$ cat config.mk
export PLATFORM = sky130hd
export DESIGN_NAME = multicycle_control_fsm
export DESIGN_NICKNAME = d
export VERILOG_FILES = /design/src/rtl/multicycle_control_fsm.sv
export SDC_FILE = /design/constraint.sdc
export NUM_CORES = 1
export LEC_CHECK = 0
export ABC_AREA = 1
export CAP_MARGIN = 20
export CORE_ASPECT_RATIO = 0.75
export CORE_UTILIZATION = 36
export CTS_CLUSTER_DIAMETER = 30
export DETAILED_ROUTE_END_ITERATION = 10
export PLACE_DENSITY = 0.81
export SYNTH_ARGS = -nofsm -noshare
export SYNTH_HDL_FRONTEND = slang
export SYNTH_SLANG_ARGS = --single-unit
$ cat constraint.sdc
create_clock -name clock -period 1.9 [get_ports clock]
set_input_delay 0.57 -clock clock [delete_from_list [all_inputs] [get_ports clock]]
set_output_delay 0.57 -clock clock [all_outputs]
set_load 0.02 [all_outputs]
$ cat src/rtl/multicycle_control_fsm.sv
`default_nettype none
// ============================================================================
// Module      : multicycle_control_fsm
// Description : Moore control sequencer for the multicycle MIPS datapath
//               (fetch/decode/execute/memory/writeback). Optional performance
//               counters are built when MULTICYCLE_PERF_CNT_EN is defined.
// Revision    : 1.0 - initial release
// ============================================================================
module multicycle_control_fsm #(
    parameter int ALU_W         = 5,
    parameter int RESET_PC_HOLD = 1
) (
    input  logic             clock,
    input  logic             reset,
    input  logic [5:0]       opcode,
    input  logic [5:0]       funct,
    input  logic             zero,
    output logic             pcEn,
    output logic             IorD,
    output logic             IRWrite,
    output logic             memWrite,
    output logic             memToReg,
    output logic             regDst,
    output logic             regWriteEnable,
    output logic             ALUSrcA,
    output logic [1:0]       ALUSrcB,
    output logic [1:0]       PCSrc,
    output logic             jumpReg,
    output logic [ALU_W-1:0] ALUControl,
    output logic             illegal,
    output logic [31:0]      perfCycles,
    output logic [31:0]      perfInstrs
);

    localparam logic [5:0] c_OP_RTYPE = 6'b000000;
    localparam logic [5:0] c_OP_LW    = 6'b100011;
    localparam logic [5:0] c_OP_SW    = 6'b101011;
    localparam logic [5:0] c_OP_BEQ   = 6'b000100;
    localparam logic [5:0] c_OP_ADDI  = 6'b001000;
    localparam logic [5:0] c_OP_J     = 6'b000010;

    localparam logic [5:0] c_FN_ADD = 6'b100000;
    localparam logic [5:0] c_FN_SUB = 6'b100010;
    localparam logic [5:0] c_FN_AND = 6'b100100;
    localparam logic [5:0] c_FN_OR  = 6'b100101;
    localparam logic [5:0] c_FN_SLT = 6'b101010;
    localparam logic [5:0] c_FN_JR  = 6'b001000;

    localparam logic [ALU_W-1:0] c_ALU_ADD = ALU_W'(5'b00010);
    localparam logic [ALU_W-1:0] c_ALU_SUB = ALU_W'(5'b00110);
    localparam logic [ALU_W-1:0] c_ALU_AND = ALU_W'(5'b00000);
    localparam logic [ALU_W-1:0] c_ALU_OR  = ALU_W'(5'b00001);
    localparam logic [ALU_W-1:0] c_ALU_SLT = ALU_W'(5'b00111);

    // Last hold-counter value seen in IDLE before moving on to FETCH.
    localparam logic [3:0] c_HOLD_LAST = 4'(RESET_PC_HOLD - 1);

    typedef enum logic [3:0] {
        S_IDLE     = 4'd0,
        S_FETCH    = 4'd1,
        S_DECODE   = 4'd2,
        S_MEMADR   = 4'd3,
        S_MEMRD    = 4'd4,
        S_MEMWB    = 4'd5,
        S_MEMWR    = 4'd6,
        S_RTYPE_EX = 4'd7,
        S_RTYPE_WB = 4'd8,
        S_ADDI_EX  = 4'd9,
        S_ADDI_WB  = 4'd10,
        S_BRANCH   = 4'd11,
        S_JUMP     = 4'd12,
        S_JR       = 4'd13,
        S_ILLEGAL  = 4'd14
    } state_t;

    state_t           r_state;
    state_t           w_next;
    logic [3:0]       r_hold;
    logic             w_funct_ok;
    logic [ALU_W-1:0] w_alu_rtype;

    // R-type funct decode; JR is handled separately by the opcode decode.
    always_comb begin : p_funct_decode
        w_funct_ok  = 1'b1;
        w_alu_rtype = c_ALU_ADD;
        case (funct)
            c_FN_ADD: w_alu_rtype = c_ALU_ADD;
            c_FN_SUB: w_alu_rtype = c_ALU_SUB;
            c_FN_AND: w_alu_rtype = c_ALU_AND;
            c_FN_OR:  w_alu_rtype = c_ALU_OR;
            c_FN_SLT: w_alu_rtype = c_ALU_SLT;
            default:  w_funct_ok  = 1'b0;
        endcase
    end

    always_comb begin : p_next_state
        w_next = r_state;
        case (r_state)
            S_IDLE: begin
                if (r_hold == c_HOLD_LAST) begin
                    w_next = S_FETCH;
                end
            end
            S_FETCH: w_next = S_DECODE;
            S_DECODE: begin
                case (opcode)
                    c_OP_LW, c_OP_SW: w_next = S_MEMADR;
                    c_OP_RTYPE: begin
                        if (funct == c_FN_JR) begin
                            w_next = S_JR;
                        end else if (w_funct_ok) begin
                            w_next = S_RTYPE_EX;
                        end else begin
                            w_next = S_ILLEGAL;
                        end
                    end
                    c_OP_BEQ:  w_next = S_BRANCH;
                    c_OP_ADDI: w_next = S_ADDI_EX;
                    c_OP_J:    w_next = S_JUMP;
                    default:   w_next = S_ILLEGAL;
                endcase
            end
            S_MEMADR:   w_next = (opcode == c_OP_SW) ? S_MEMWR : S_MEMRD;
            S_MEMRD:    w_next = S_MEMWB;
            S_RTYPE_EX: w_next = S_RTYPE_WB;
            S_ADDI_EX:  w_next = S_ADDI_WB;
            S_MEMWB, S_MEMWR, S_RTYPE_WB, S_ADDI_WB,
            S_BRANCH, S_JUMP, S_JR: w_next = S_FETCH;
            S_ILLEGAL:  w_next = S_ILLEGAL;
            default:    w_next = S_IDLE;
        endcase
    end

    always_ff @(posedge clock) begin : p_state
        if (reset) begin
            r_state <= S_IDLE;
            r_hold  <= 4'd0;
        end else begin
            r_state <= w_next;
            if (r_state == S_IDLE && w_next == S_IDLE) begin
                r_hold <= r_hold + 4'd1;
            end
        end
    end

    // Outputs decode the current state; reset overrides everything so an
    // abandoned instruction can never leave a write strobe asserted.
    always_comb begin : p_outputs
        pcEn           = 1'b0;
        IorD           = 1'b0;
        IRWrite        = 1'b0;
        memWrite       = 1'b0;
        memToReg       = 1'b0;
        regDst         = 1'b0;
        regWriteEnable = 1'b0;
        ALUSrcA        = 1'b0;
        ALUSrcB        = 2'b00;
        PCSrc          = 2'b00;
        jumpReg        = 1'b0;
        ALUControl     = '0;
        illegal        = 1'b0;
        if (!reset) begin
            case (r_state)
                S_FETCH: begin
                    IRWrite    = 1'b1;
                    ALUSrcB    = 2'b01;
                    ALUControl = c_ALU_ADD;
                    pcEn       = 1'b1;
                end
                S_DECODE: begin
                    ALUSrcB    = 2'b11;
                    ALUControl = c_ALU_ADD;
                end
                S_MEMADR, S_ADDI_EX: begin
                    ALUSrcA    = 1'b1;
                    ALUSrcB    = 2'b10;
                    ALUControl = c_ALU_ADD;
                end
                S_MEMRD: begin
                    IorD       = 1'b1;
                    ALUSrcA    = 1'b1;
                    ALUSrcB    = 2'b10;
                    ALUControl = c_ALU_ADD;
                end
                S_MEMWB: begin
                    regWriteEnable = 1'b1;
                    memToReg       = 1'b1;
                end
                S_MEMWR: begin
                    IorD       = 1'b1;
                    memWrite   = 1'b1;
                    ALUSrcA    = 1'b1;
                    ALUSrcB    = 2'b10;
                    ALUControl = c_ALU_ADD;
                end
                S_RTYPE_EX: begin
                    ALUSrcA    = 1'b1;
                    ALUControl = w_alu_rtype;
                end
                S_RTYPE_WB: begin
                    ALUSrcA        = 1'b1;
                    ALUControl     = w_alu_rtype;
                    regWriteEnable = 1'b1;
                    regDst         = 1'b1;
                end
                S_ADDI_WB: begin
                    ALUSrcA        = 1'b1;
                    ALUSrcB        = 2'b10;
                    ALUControl     = c_ALU_ADD;
                    regWriteEnable = 1'b1;
                end
                S_BRANCH: begin
                    ALUSrcA    = 1'b1;
                    ALUControl = c_ALU_SUB;
                    PCSrc      = 2'b01;
                    pcEn       = zero;
                end
                S_JUMP: begin
                    PCSrc = 2'b10;
                    pcEn  = 1'b1;
                end
                S_JR: begin
                    PCSrc   = 2'b10;
                    jumpReg = 1'b1;
                    pcEn    = 1'b1;
                end
                S_ILLEGAL: illegal = 1'b1;
                default: ;
            endcase
        end
    end

`ifdef MULTICYCLE_PERF_CNT_EN
    logic [31:0] r_perf_cycles;
    logic [31:0] r_perf_instrs;

    always_ff @(posedge clock) begin : p_perf
        if (reset) begin
            r_perf_cycles <= 32'd0;
            r_perf_instrs <= 32'd0;
        end else begin
            if (r_state != S_IDLE && r_state != S_ILLEGAL) begin
                r_perf_cycles <= r_perf_cycles + 32'd1;
            end
            // Only an instruction's final state returns to FETCH.
            if (w_next == S_FETCH && r_state != S_IDLE) begin
                r_perf_instrs <= r_perf_instrs + 32'd1;
            end
        end
    end

    assign perfCycles = reset ? 32'd0 : r_perf_cycles;
    assign perfInstrs = reset ? 32'd0 : r_perf_instrs;
`else
    assign perfCycles = 32'd0;
    assign perfInstrs = 32'd0;
`endif

endmodule
`default_nettype wire

==> results.yml, run 1 <==
power:
  power.density_mw_per_mm2: 899
  power.total_mw: 2.05
  p_switching_mw: 1.05
  ir_drop_uv: 654
  combPwrFrac_pct: 74.6
  p_clk_share_pct: 10.3
  cellLeakagePower_nw: 1.22
  seq_power_share_pct: 15.0
  swShare_pct: 51.2
  power.internal_mw: 0.998
sta:
  final_hold_viol_count: 0
  fin_crit_ns: 2.01
  layout_setup_ws_ns: -0.115
  drv_slew: 0
  finalCritPeriodShare_pct: 106
  fmax_mhz: 496
  final.setup.tns_ns: -0.382
  clock_skew_ns: 0.00136
  rsz0062_at_grt: "yes"
  finalSetupViolCount: 10
critical_path:
  startpoint_type: "flop"
  crit_slowest_cell: "dfxtp_4"
  worstPathRequired_ns: 1.33
  max_stage_delay_ns: 0.36
  path_buf_inv: 2
  path_class: "reg2out"
  cp-end-kind: "output port"
  arrival_ns: 1.44
  path_cells: "nor2_4 -> inv_2 -> o21ai_4 -> nand2_1 -> a41oi_2 -> buf_4"
  critPathMaxFanout: 4
  crit_family: "compound AO/OA/AOI/OAI gates"
global_route:
  grt_max_degree: 11
  grt.busiest_layer: "met2"
  grt_pass1_wl_um: 5800
  grt.met1_usage_pct: 18.3
  grt_pass1_vias: 1362
  grt_antenna_before_repair: 0
  grt_use_met2_pct: 33.7
  grt.total_usage_pct: 17.5
  overflow: 0
  met3_usage_pct: 4.24
clock_network:
  clockBufferDepth: 2
  worstSkewPairLatency_ns: 0.23
  cts_max_level: 1
  clk_pin_slew_ns: 0.04
  clkSinkCount: 8
  cts_tree: "done"
  numCtsBuffers: 3
  clock-root-buffer: "clkbuf_8"
  cts_hold_buf: 0
logic_synthesis:
  ys_types: 31
  synth_top_cell_area_share_pct: 34.0
  syn-cell-area_mm2: 0.00146
  postSynthAreaPerCell_um2: 6.18
  seq_area_frac_synth_pct: 11.0
  yosys.area.top_type: "buf_4"
  netlist_instances: 236
  yosys-top-cells-area: "buf_4, dfxtp_1, nand2_1"
  synth_seq_cells: 8
  ys_warn_count: 0
finish:
  synthToLayoutAreaGrowth_pct: 56.1
  drive_above_1_share_pct: 50.0
  fin_nets: 337
  diodes: 0
drt:
  drtPass1Iterations: 4
  drcViolationCount: 0
  avgRoutedWirePerCell_um: 10.7
  routed_wl_um: 3980
  drt-initial-drc-count: 36
  ant_nets: 0
  vias: 1519
  via_per_inst: 4.11
place:
  dp.final_hpwl_um: 2720
  place_congestion: 0.876
  io_buffers: 31
floorplanning:
  dieHeight_um: 57.1
  die_x_um: 75.5
  die_area_mm2: 0.00431
  ios: 98
  rows: 19
  initial_core_util_pct: 38.8
  coreArea_mm2: 0.00376
status:
  status: "finished with violations"
  violations: "negative setup slack"
worst_hold_path:
  hp-class: "reg2reg"
job:
  drv_cap: 0
## flip-flops by register name, indices dropped and copies added (netlist names)
name / count
r_hold: 4
r_state: 4
## cells in the final DEF (no fill, tap or decap), drive strengths merged, types with 2 or more instances in the layout
| cell type | instances |
|---|---|
| buf | 75 |
| conb | 66 |
| nor2 | 40 |
| nand2 | 39 |
| inv | 33 |
| nand3 | 10 |
| a21oi | 9 |
| nor3 | 9 |
| dfxtp | 8 |
| nand4 | 4 |
| dlymetal6s2s | 4 |
| clkbuf | 3 |
| o31ai | 2 |
| ha | 2 |
| clkdlybuf4s50 | 2 |
| o21ai | 2 |
| a311oi | 2 |
## metrics by stage
step | hold slack (ns) | setup slack [ns] | cell area, um2 | instances | util, %
3_3_place_gp | 0.560 | -0.925 | 1890 | 356 | 50.3
2_1_floorplan | 0.538 | 0.0269 | 1720 | 301 | -
4_1_cts | 0.585 | -0.0748 | 2120 | 366 | 56.5
3_5_place_dp | 0.575 | -1.01 | 1890 | 356 | 50.3
6_report | 0.580 | -0.115 | 2280 | 370 | 60.6
5_1_grt | 0.618 | -0.164 | 2280 | 370 | 60.6
## synth_stat cells
| master | count |
|---|---|
| buf_4 | 66 |
| nor2_4 | 1 |
| nand4_1 | 4 |
| clkbuf_1 | 2 |
| nand3_1 | 7 |
| conb_1 | 1 |
| nor3b_1 | 1 |
| o22ai_1 | 1 |
| dfxtp_1 | 8 |
| o2111ai_2 | 1 |
| xor2_1 | 1 |
| a311oi_1 | 2 |
| nand2_2 | 5 |
| inv_1 | 30 |
| a41oi_1 | 1 |
| nand2_4 | 1 |
| a31oi_1 | 1 |
| nor2_2 | 7 |
| nor3_1 | 7 |
| nor2_1 | 32 |
| xnor2_1 | 1 |
| nor3_2 | 2 |
| a21oi_1 | 9 |
| nand2_1 | 33 |
| inv_2 | 3 |
| o21ai_0 | 1 |
| o31ai_1 | 2 |
| o21ai_1 | 1 |
| ha_1 | 2 |
| nand3_2 | 2 |
| nand3_4 | 1 |
## cell families after synthesis
group	count (synthesis)	share of synthesized area (%)
AND/OR/NAND/NOR	103	34.4
buffers and inverters	101	43.0
AO/OA/AOI/OAI	19	8.49
flip-flops	8	11.0
XOR/XNOR	2	1.20
adder cells (fa/ha/maj)	2	1.71
other	1	0.257
## worst paths after layout
| check | startpoint | slack, ns | end | cells after the start |
|---|---|---|---|---|
| setup / recovery | r_state[3] | -0.11 | ALUControl[1] | 6 |
| hold / removal | r_hold[3] | 0.58 | r_hold[3] | 4 |
| setup reg to reg | r_state[2] | 0.21 | r_hold[0] | 11 |
| hold reg to reg | r_hold[3] | 0.58 | r_hold[3] | 4 |
## power groups by stage
| stage | sequential, mW | combinational, mW | clock (mW) |
|---|---|---|---|
| 2_1_floorplan | 0.268 | 0.901 | 0 |
| 3_3_place_gp | 0.270 | 1.19 | 0 |
| 3_5_place_dp | 0.272 | 1.24 | 0 |
| 4_1_cts | 0.298 | 1.41 | 0.212 |
| 5_1_grt | 0.315 | 1.66 | 0.223 |
| 6_report | 0.308 | 1.53 | 0.211 |
## area by class of cell
cell class | count | area [um2]
Clock buffer | 3 | 41.3
Fill cell | 321 | 1480
Inverter | 33 | 136
Multi-Input combinational cell | 192 | 1160
Sequential cell | 8 | 173
Tap cell | 52 | 65.1
Timing Repair Buffer | 82 | 698
## worst register-to-register path: stages, from the launching register on
cell	delay, ns
dfxtp_2	0.32
buf_6	0.13
buf_4	0.15
nand2_4	0.10
inv_2	0.06
nand2_2	0.08
buf_4	0.11
o2111ai_2	0.13
nor2_4	0.18
nand3_4	0.13
nor2_1	0.14
nor2_2	0.05
## timing repair
item                       in CTS  in global routing
setup endpoints to repair      21                 21
pin swaps                      18                 18
gates resized for setup       183                 45
cloned                          0                  0
buffers inserted                7                  4
## routing by layer
metal	vias to the layer above	share of wire, %
met5	-	0
met4	0	0.70
met3	6	4.3
met2	49	55
met1	694	40
li1	770	-
Power figures use the tool's default switching activity.
==> run 2, diff against run 1 <==
--- a/config.mk
+++ b/config.mk
@@ -8,10 +8,11 @@
 export ABC_AREA = 1
 export CAP_MARGIN = 20
 export CORE_ASPECT_RATIO = 0.75
-export CORE_UTILIZATION = 36
+export CORE_UTILIZATION = 45
 export CTS_CLUSTER_DIAMETER = 30
 export DETAILED_ROUTE_END_ITERATION = 10
-export PLACE_DENSITY = 0.81
+export DONT_BUFFER_PORTS = 1
 export SYNTH_ARGS = -nofsm -noshare
 export SYNTH_HDL_FRONTEND = slang
 export SYNTH_SLANG_ARGS = --single-unit
+export TNS_END_PERCENT = 1
==> run 2 against run 1 <==
The flow still finishes with violations (negative setup slack). Design area shrank 28%. Fmax grew 3.0%. Die area shrank 19%. Sequential share of layout area grew 2.9 points. Sequential cell count is the same. Core utilization shrank 6.3 points. Via count shrank 17%. Critical path type unchanged. Critical endpoint is now pcEn.
==> results.yml, run 2 (synthesis results as in run 1) <==
critical_path:
  crit_slowest_cell: "dfxtp_4"
  critPathMaxFanout: 5
  max_stage_delay_ns: 0.38
  cp_common_cell: "inv_4"
  path_buf_inv: 4
  crit_family: "flip-flops"
  path_class: "reg2out"
  worstPathRequired_ns: 1.33
  startpoint_type: "flop"
  path_cells: "inv_4 -> nor2_4 -> inv_4 -> nor2_4 -> inv_4 -> a31oi_1 -> buf_4"
  cp-end-kind: "output port"
  arrival_ns: 1.39
global_route:
  overflow: 0
  grt_max_degree: 24
  grt_pass1_vias: 1016
  grt.total_usage_pct: 16.3
  grt_antenna_before_repair: 0
  grt_pass1_wl_um: 4330
power:
  p_switching_mw: 0.910
  swShare_pct: 52.3
  ir_drop_uv: 452
  cellLeakagePower_nw: 0.849
  power.internal_mw: 0.830
  power.density_mw_per_mm2: 1060
  p_clk_share_pct: 11.7
  seq_power_share_pct: 17.5
  combPwrFrac_pct: 70.8
clock_network:
  cts_max_level: 1
  cts_tree: "done"
  clk_pin_slew_ns: 0.04
  cts_hold_buf: 0
  numCtsBuffers: 3
  clkSinkCount: 8
  clockBufferDepth: 2
  clock-root-buffer: "clkbuf_8"
  worstSkewPairLatency_ns: 0.23
status:
  violations: "negative setup slack"
  status: "finished with violations"
place:
  dp.final_hpwl_um: 2120
  io_buffers: 0
  post-place-cells: 289
  place_congestion: 0.899
finish:
  fin_cells: 297
  post-route-util_pct: 54.3
  diodes: 0
  final_common_cell: "conb_1"
  synthToLayoutAreaGrowth_pct: 12.5
  fill_cells: 316
  drive_above_1_share_pct: 32.8
  fin_nets: 278
  layout_common_cells: "conb_1, nand2_1, inv_1, nor2_1, buf_4"
  multi_input_area_mm2: 0.00107
  reg_top3: "r_hold: 4 flops, r_state: 4 flops"
  seq_area_um2: 173
floorplanning:
  die_x_um: 67.7
  initial_core_util_pct: 48.3
  coreArea_mm2: 0.00302
  ios: 98
  die_area_mm2: 0.00348
  rows: 17
  dieHeight_um: 51.3
sta:
  rsz0062_at_grt: "yes"
  finalCritPeriodShare_pct: 103
  clock_skew_ns: 0.00545
  fmax_mhz: 511
  final_hold_viol_count: 0
  finalSetupViolCount: 6
  layout_setup_ws_ns: -0.0567
  drv_slew: 0
  fin_crit_ns: 1.96
drt:
  via_per_inst: 4.27
  drt-initial-drc-count: 34
  ant_nets: 0
  routed_wl_um: 2760
  drtPass1Iterations: 4
  drcViolationCount: 0
  vias: 1267
  avgRoutedWirePerCell_um: 9.29
job:
  drv_cap: 0
worst_hold_path:
  hp-class: "in2reg"
run 2: area by class of cell:
| type | instances | area share [%] |
|---|---|---|
| Clock buffer | 3 | 2.52 |
| Inverter | 33 | 8.16 |
| Multi-Input combinational cell | 192 | 64.9 |
| Sequential cell | 8 | 10.5 |
| Tap cell | 38 | 2.90 |
| Timing Repair Buffer | 23 | 11.0 |
run 2: power by group through the flow:
| stage | clock [mW] | combinational, mW | sequential (mW) |
|---|---|---|---|
| after floorplan | 0 | 0.901 | 0.268 |
| after global placement | 0 | 0.987 | 0.271 |
| after detailed placement | 0 | 0.988 | 0.273 |
| after CTS | 0.207 | 1.12 | 0.292 |
| after global routing | 0.225 | 1.38 | 0.312 |
| final | 0.203 | 1.23 | 0.305 |
run 2: worst paths after layout:
| kind | cells past startpoint | to | slack (ns) | from |
|---|---|---|---|---|
| hold / removal | 1 | r_state[0] | 0.40 | reset |
| hold reg to reg | 4 | r_hold[2] | 0.57 | r_hold[2] |
| setup / recovery | 7 | pcEn | -0.06 | r_state[0] |
| setup reg to reg | 9 | r_hold[1] | 0.35 | r_state[0] |
run 2: worst register-to-register path, delay by kind of cell (launching register included):
kind / cells / cell delay, ns
DFF: 1 / 0.36
and+or+nand+nor: 6 / 0.71
buffers and inverters: 2 / 0.19
AOI/OAI and AO/OA: 1 / 0.18
run 2: stage by stage:
step | worst slack, ns | hold slack, ns | power, mW | cell area, um2 | setup TNS (ns)
floorplan | -0.0240 | 0.538 | 1.17 | 1710 | -0.0266
global placement | 0.0397 | 0.566 | 1.26 | 1390 | 0
detailed placement | 0.0204 | 0.567 | 1.26 | 1390 | 0
CTS | -0.0499 | 0.398 | 1.62 | 1550 | -0.135
global route | -0.149 | 0.393 | 1.91 | 1640 | -0.884
finish | -0.0567 | 0.402 | 1.74 | 1640 | -0.257
run 2: what timing repair did:
item	in CTS	in global routing
endpoints found under the setup margin	9	15
hold endpoints to repair	0	0
setup buffers	3	2
resized for setup	32	23
pin swaps	9	9
run 2: per-layer routing:
metal  GRT usage (%)  wire length, um
met1            20.1             1240
met2            28.5             1270
met3            2.90              249
met4            4.26                0
met5               0                0
==> run 3, diff against run 2 <==
--- a/config.mk
+++ b/config.mk
@@ -9,6 +9,7 @@
 export CAP_MARGIN = 20
 export CORE_ASPECT_RATIO = 0.75
 export CORE_UTILIZATION = 45
+export CTS_BUF_LIST = sky130_fd_sc_hd__clkbuf_4
 export CTS_CLUSTER_DIAMETER = 30
 export DETAILED_ROUTE_END_ITERATION = 10
 export DONT_BUFFER_PORTS = 1
==> run 3 against run 2 <==
The flow still finishes with violations (negative setup slack). First-iteration DRC count fell by 8.8%. Sequential cell count did not move. Design area fell by 1.1%. Clock power fell by 36%. Clock-buffer cell count did not move. Die area did not move. Sequential power barely moved. Via count rose by 1.5%. Clock skew barely moved. Fmax fell by 3.5%. Largest cell class unchanged.
==> results.yml, run 3 (synthesis results as in run 1) <==
status:
  status: "finished with violations"
  violations: "negative setup slack"
sta:
  fmax_mhz: 493
  finalCritPeriodShare_pct: 107
  drv_slew: 0
  rsz0062_at_grt: "yes"
  clock_skew_ns: 0.00589
  layout_setup_ws_ns: -0.127
  finalSetupViolCount: 8
  fin_crit_ns: 2.03
  final.setup.tns_ns: -0.561
  final_hold_viol_count: 0
  whs_ns: 0.374
critical_path:
  critical_path.endpoint: "ALUSrcB[0]"
  crit_cells: 7
  startpoint_type: "flop"
  max_stage_delay_ns: 0.41
  reg2reg_from: "r_state[0]"
  r2r_slack_ns: 0.32
  cp-end-kind: "output port"
  cp-startpoint: "r_state[1]"
  crit_family: "flip-flops"
  crit_slowest_cell: "dfxtp_4"
  worstPathRequired_ns: 1.33
  path_cells: "inv_1 -> nor2_1 -> inv_2 -> nor2_2 -> inv_1 -> a21oi_2 -> buf_4"
  reg2reg_to: "r_hold[1]"
  arrival_ns: 1.46
  path_buf_inv: 4
  critPathMaxFanout: 4
  ff2ff_path_depth: 9
  path_class: "reg2out"
  cp_common_cell: "inv_1"
clock_network:
  cts_hold_buf: 0
  clk_pin_slew_ns: 0.06
  clkSinkCount: 8
  cts_max_level: 1
  numCtsBuffers: 3
  clockBufferDepth: 2
  worstSkewPairLatency_ns: 0.25
  clock-root-buffer: "clkbuf_4"
  cts_tree: "done"
power:
  p_switching_mw: 0.902
  combPwrFrac_pct: 73.9
  swShare_pct: 54.2
  power.internal_mw: 0.762
  power.density_mw_per_mm2: 1030
  ir_drop_uv: 429
  seq_power_share_pct: 18.4
  cellLeakagePower_nw: 0.842
  power.total_mw: 1.66
  p_clk_share_pct: 7.8
finish:
  drive_above_1_share_pct: 32.0
  fin_nets: 278
  final_common_cell: "conb_1"
  reg_top3: "r_hold: 4 flops, r_state: 4 flops"
  synthToLayoutAreaGrowth_pct: 11.2
  layout_common_cells: "conb_1, nand2_1, inv_1, nor2_1, buf_4"
  diodes: 0
global_route:
  grt_pass1_vias: 1008
  grt.total_usage_pct: 16.0
  grt_pass1_wl_um: 4320
  overflow: 0
  grt_max_degree: 24
  grt_antenna_before_repair: 0
drt:
  via_per_inst: 4.33
  ant_nets: 0
  routed_wl_um: 2820
  avgRoutedWirePerCell_um: 9.49
  drtPass1Iterations: 4
  vias: 1286
  drcViolationCount: 0
  drt-initial-drc-count: 31
place:
  io_buffers: 0
  place_congestion: 0.899
  post-place-ws_ns: 0.0204
  dp.final_hpwl_um: 2120
floorplanning:
  dieHeight_um: 51.3
  die_area_mm2: 0.00348
  ios: 98
  initial_core_util_pct: 48.3
  coreArea_mm2: 0.00302
  die_x_um: 67.7
  rows: 17
worst_hold_path:
  hp-class: "in2reg"
job:
  drv_cap: 0
==> run 3: cell counts in the layout (fill, tap and decap cells not counted) <==
No cell type changed its count.
==> run 3: power groups by stage <==
stage / combinational [mW] / clock (mW) / sequential, mW
final: 1.23 / 0.129 / 0.306
after floorplan: 0.901 / 0 / 0.268
after CTS: 1.13 / 0.137 / 0.294
after global routing: 1.37 / 0.148 / 0.312
after detailed placement: 0.988 / 0 / 0.273
after global placement: 0.987 / 0 / 0.271
==> run 3: timing repair <==
action	CTS	global route
hold endpoints to repair	0	0
setup buffers	3	2
resized for setup	39	14
pin swaps	9	11
setup endpoints to repair	11	15
==> run 3: worst min-delay path by stage <==
| stage | startpoint | end | slack [ns] | depth (start not counted) |
|---|---|---|---|---|
| 2_1_floorplan | r_hold[3] | r_hold[3] | 0.54 | 4 |
| 5_1_grt | reset | r_state[2] | 0.36 | 1 |
| 3_3_place_gp | r_hold[2] | r_hold[2] | 0.57 | 4 |
| 4_1_cts | reset | r_state[0] | 0.36 | 1 |
| 3_5_place_dp | r_hold[2] | r_hold[2] | 0.57 | 4 |
| 6_report | reset | r_state[0] | 0.37 | 1 |
==> run 3: area by class of cell <==
| cell class | instances | area (um2) |
|---|---|---|
| Tap cell | 38 | 47.5 |
| Timing Repair Buffer | 23 | 180 |
| Multi-Input combinational cell | 192 | 1070 |
| Clock buffer | 3 | 22.5 |
| Fill cell | 320 | 1400 |
| Inverter | 33 | 131 |
| Sequential cell | 8 | 173 |
==> run 3: layer usage <==
metal	GRT usage [%]	routed length, um	vias up
met5	0	0	-
met1	19.5	1190	559
met2	29.4	1370	74
met4	3.19	0	0
met3	2.23	264	0
li1	-	-	653
==> run 3: metrics by stage <==
step / cells / cell area, um2 / util [%]
floorplan: 301 / 1710 / -
detailed placement: 289 / 1390 / 46.0
CTS: 295 / 1550 / 51.4
global route: 297 / 1620 / 53.7
finish: 297 / 1620 / 53.7
global placement: 289 / 1390 / 46.0
==> patch (settings of run 1) <==
Put a register stage on the output `IRWrite`, cleared by the reset. The value now appears one clock later. The other outputs are not delayed to match.
--- a/src/rtl/multicycle_control_fsm.sv
+++ b/src/rtl/multicycle_control_fsm.sv
@@ -75,2 +75,4 @@
 
+    logic IRWrite_d;
+
     state_t           r_state;
@@ -150,3 +152,3 @@
         IorD           = 1'b0;
-        IRWrite        = 1'b0;
+        IRWrite_d      = 1'b0;
         memWrite       = 1'b0;
@@ -164,3 +166,3 @@
                 S_FETCH: begin
-                    IRWrite    = 1'b1;
+                    IRWrite_d  = 1'b1;
                     ALUSrcB    = 2'b01;
@@ -258,2 +260,10 @@
 
+    always_ff @(posedge clock) begin
+        if (reset) begin
+            IRWrite <= '0;
+        end else begin
+            IRWrite <= IRWrite_d;
+        end
+    end
+
 endmodule
Check against the original RTL: not equivalent (a bounded check fails within 4 cycles, from zero or initial values and one cycle with reset high).
==> patch against run 1 <==
The run still ends with setup timing left. Sequential cell count rose by 1. Critical path depth down 1. Fmax hardly changed. Setup slack about the same. Total power grew 5.2%. Final area fell by 5.8%. Area after synthesis grew 1.1%. Routed wire length fell by 0.96%. Critical endpoint is now ALUControl[0]. Largest power group unchanged.
==> patch: results (changes against run 1) <==
| Metric | Value |
|---|---|
| Crit path from | funct[0] (was r_state[3]) |
| Met2 WL | 2.009 mm (was 2.184 mm) |
| Pin count of the biggest net entering global routing | 7 (was 11) |
| # setup viols final | 8 (was 10) |
| Met3 routing resource usage after global routing | 1.280% (was 4.240%) |
| Outcome | finished, violations left (unchanged) |
| Via count of the routed design | 1,569 (was 1,519) |
| Highest net fanout along the worst path | 2 (was 4) |
| Worst slack, placed | -978.4 ps (was -1006 ps) |
| Register area share after synthesis | 12.21% (was 10.98%) |
| DR vias/cell | 4.252 (was 4.105) |
| Count of fill cells added during filler insertion | 370 (was 321) |
| Routed met1 length | 1.652 mm (was 1.592 mm) |
| Synthesized area divided by synthesized cell count | 5.997 um^2 (was 6.182 um^2) |
| 1st-iter DRT viols | 69 (was 36) |
| Weighted congestion at the end of routability-driven global placement | 0.8884 (was 0.8759) |
| Fraction of layout cells with a size suffix above 1 | 44.48% (was 50.00%) |
| Cell total after placement | 361 (was 356) |
| Fin Setup TNS | -539.2 ps (was -382.1 ps) |
| Layout Nets | 335 (was 337) |
| Post-route setup slack | -114.5 ps (was -114.6 ps) |
| Violated checks | setup timing (unchanged) |
| Grt met2 use | 32.21% (was 33.67%) |
| Number of buffers inserted to repair setup after CTS | 5 (was 7) |
| Xor/xnor share of the synthesized area | 0% (was 1.201%) |
| Total half-perimeter wirelength after legalization and detailed placement | 2.758 mm (was 2.719 mm) |
| Crit Reg-Reg Endpoint | r_hold[1] (was r_hold[0]) |
| Total length of routed wires | 3.937 mm (was 3.975 mm) |
| Compound-Gate Fraction of Synth Area | 7.973% (was 8.491%) |
| Post-Route Skew | 0.5277 ps (was 1.357 ps) |
| Post-layout total power | 2.153 mW (was 2.046 mW) |
| Leakage power total | 1.163 nW (was 1.220 nW) |
| Adder-cell share of the synthesized area | 1.696% (was 1.715%) |
| Top Registers | r_hold (4), r_state (4), IRWrite (1) (was r_hold (4), r_state (4)) |
| Top cells by instance count after synthesis | 66 x buf_4, 38 x nand2_1, 33 x nor2_1, 26 x inv_1, 15 x nand3_1 (was 66 x buf_4, 33 x nand2_1, 32 x nor2_1, 30 x inv_1, 9 x a21oi_1) |
| Worst hold-check slack | 486.4 ps (was 579.5 ps) |
| Met1 track demand over resource in global routing | 21.63% (was 18.25%) |
| Overall fraction of global-route tracks in use | 17.55% (was 17.48%) |
## patch: cell types whose count changed after synthesis, sizes merged, moves of 2 or more
cell / run 1 / this run
o31ai: 2 / 0
clkbuf: 2 / 0
nor3: 9 / 4
buf: 66 / 68
a21oi: 9 / 11
nand2: 39 / 44
nor4: 0 / 2
nand3: 10 / 16
o21ai: 2 / 4
## patch: layout make-up
class / count / area [um^2] / share of cell area [%]
multi-input combinational: 199 / 1122 / 52.33
clock inverter: 1 / 5.005 / 0.2334
inverter: 35 / 145.1 / 6.768
clock buffer: 3 / 41.29 / 1.925
sequential: 9 / 195.2 / 9.101
tap: 52 / 65.06 / 3.034
timing repair buffer: 70 / 570.5 / 26.60
## patch: worst max-delay path, stage by stage
cell and delay, ps:
buf_2 120, nor4_4 330, nand3_2 130, a21oi_2 140, buf_4 140
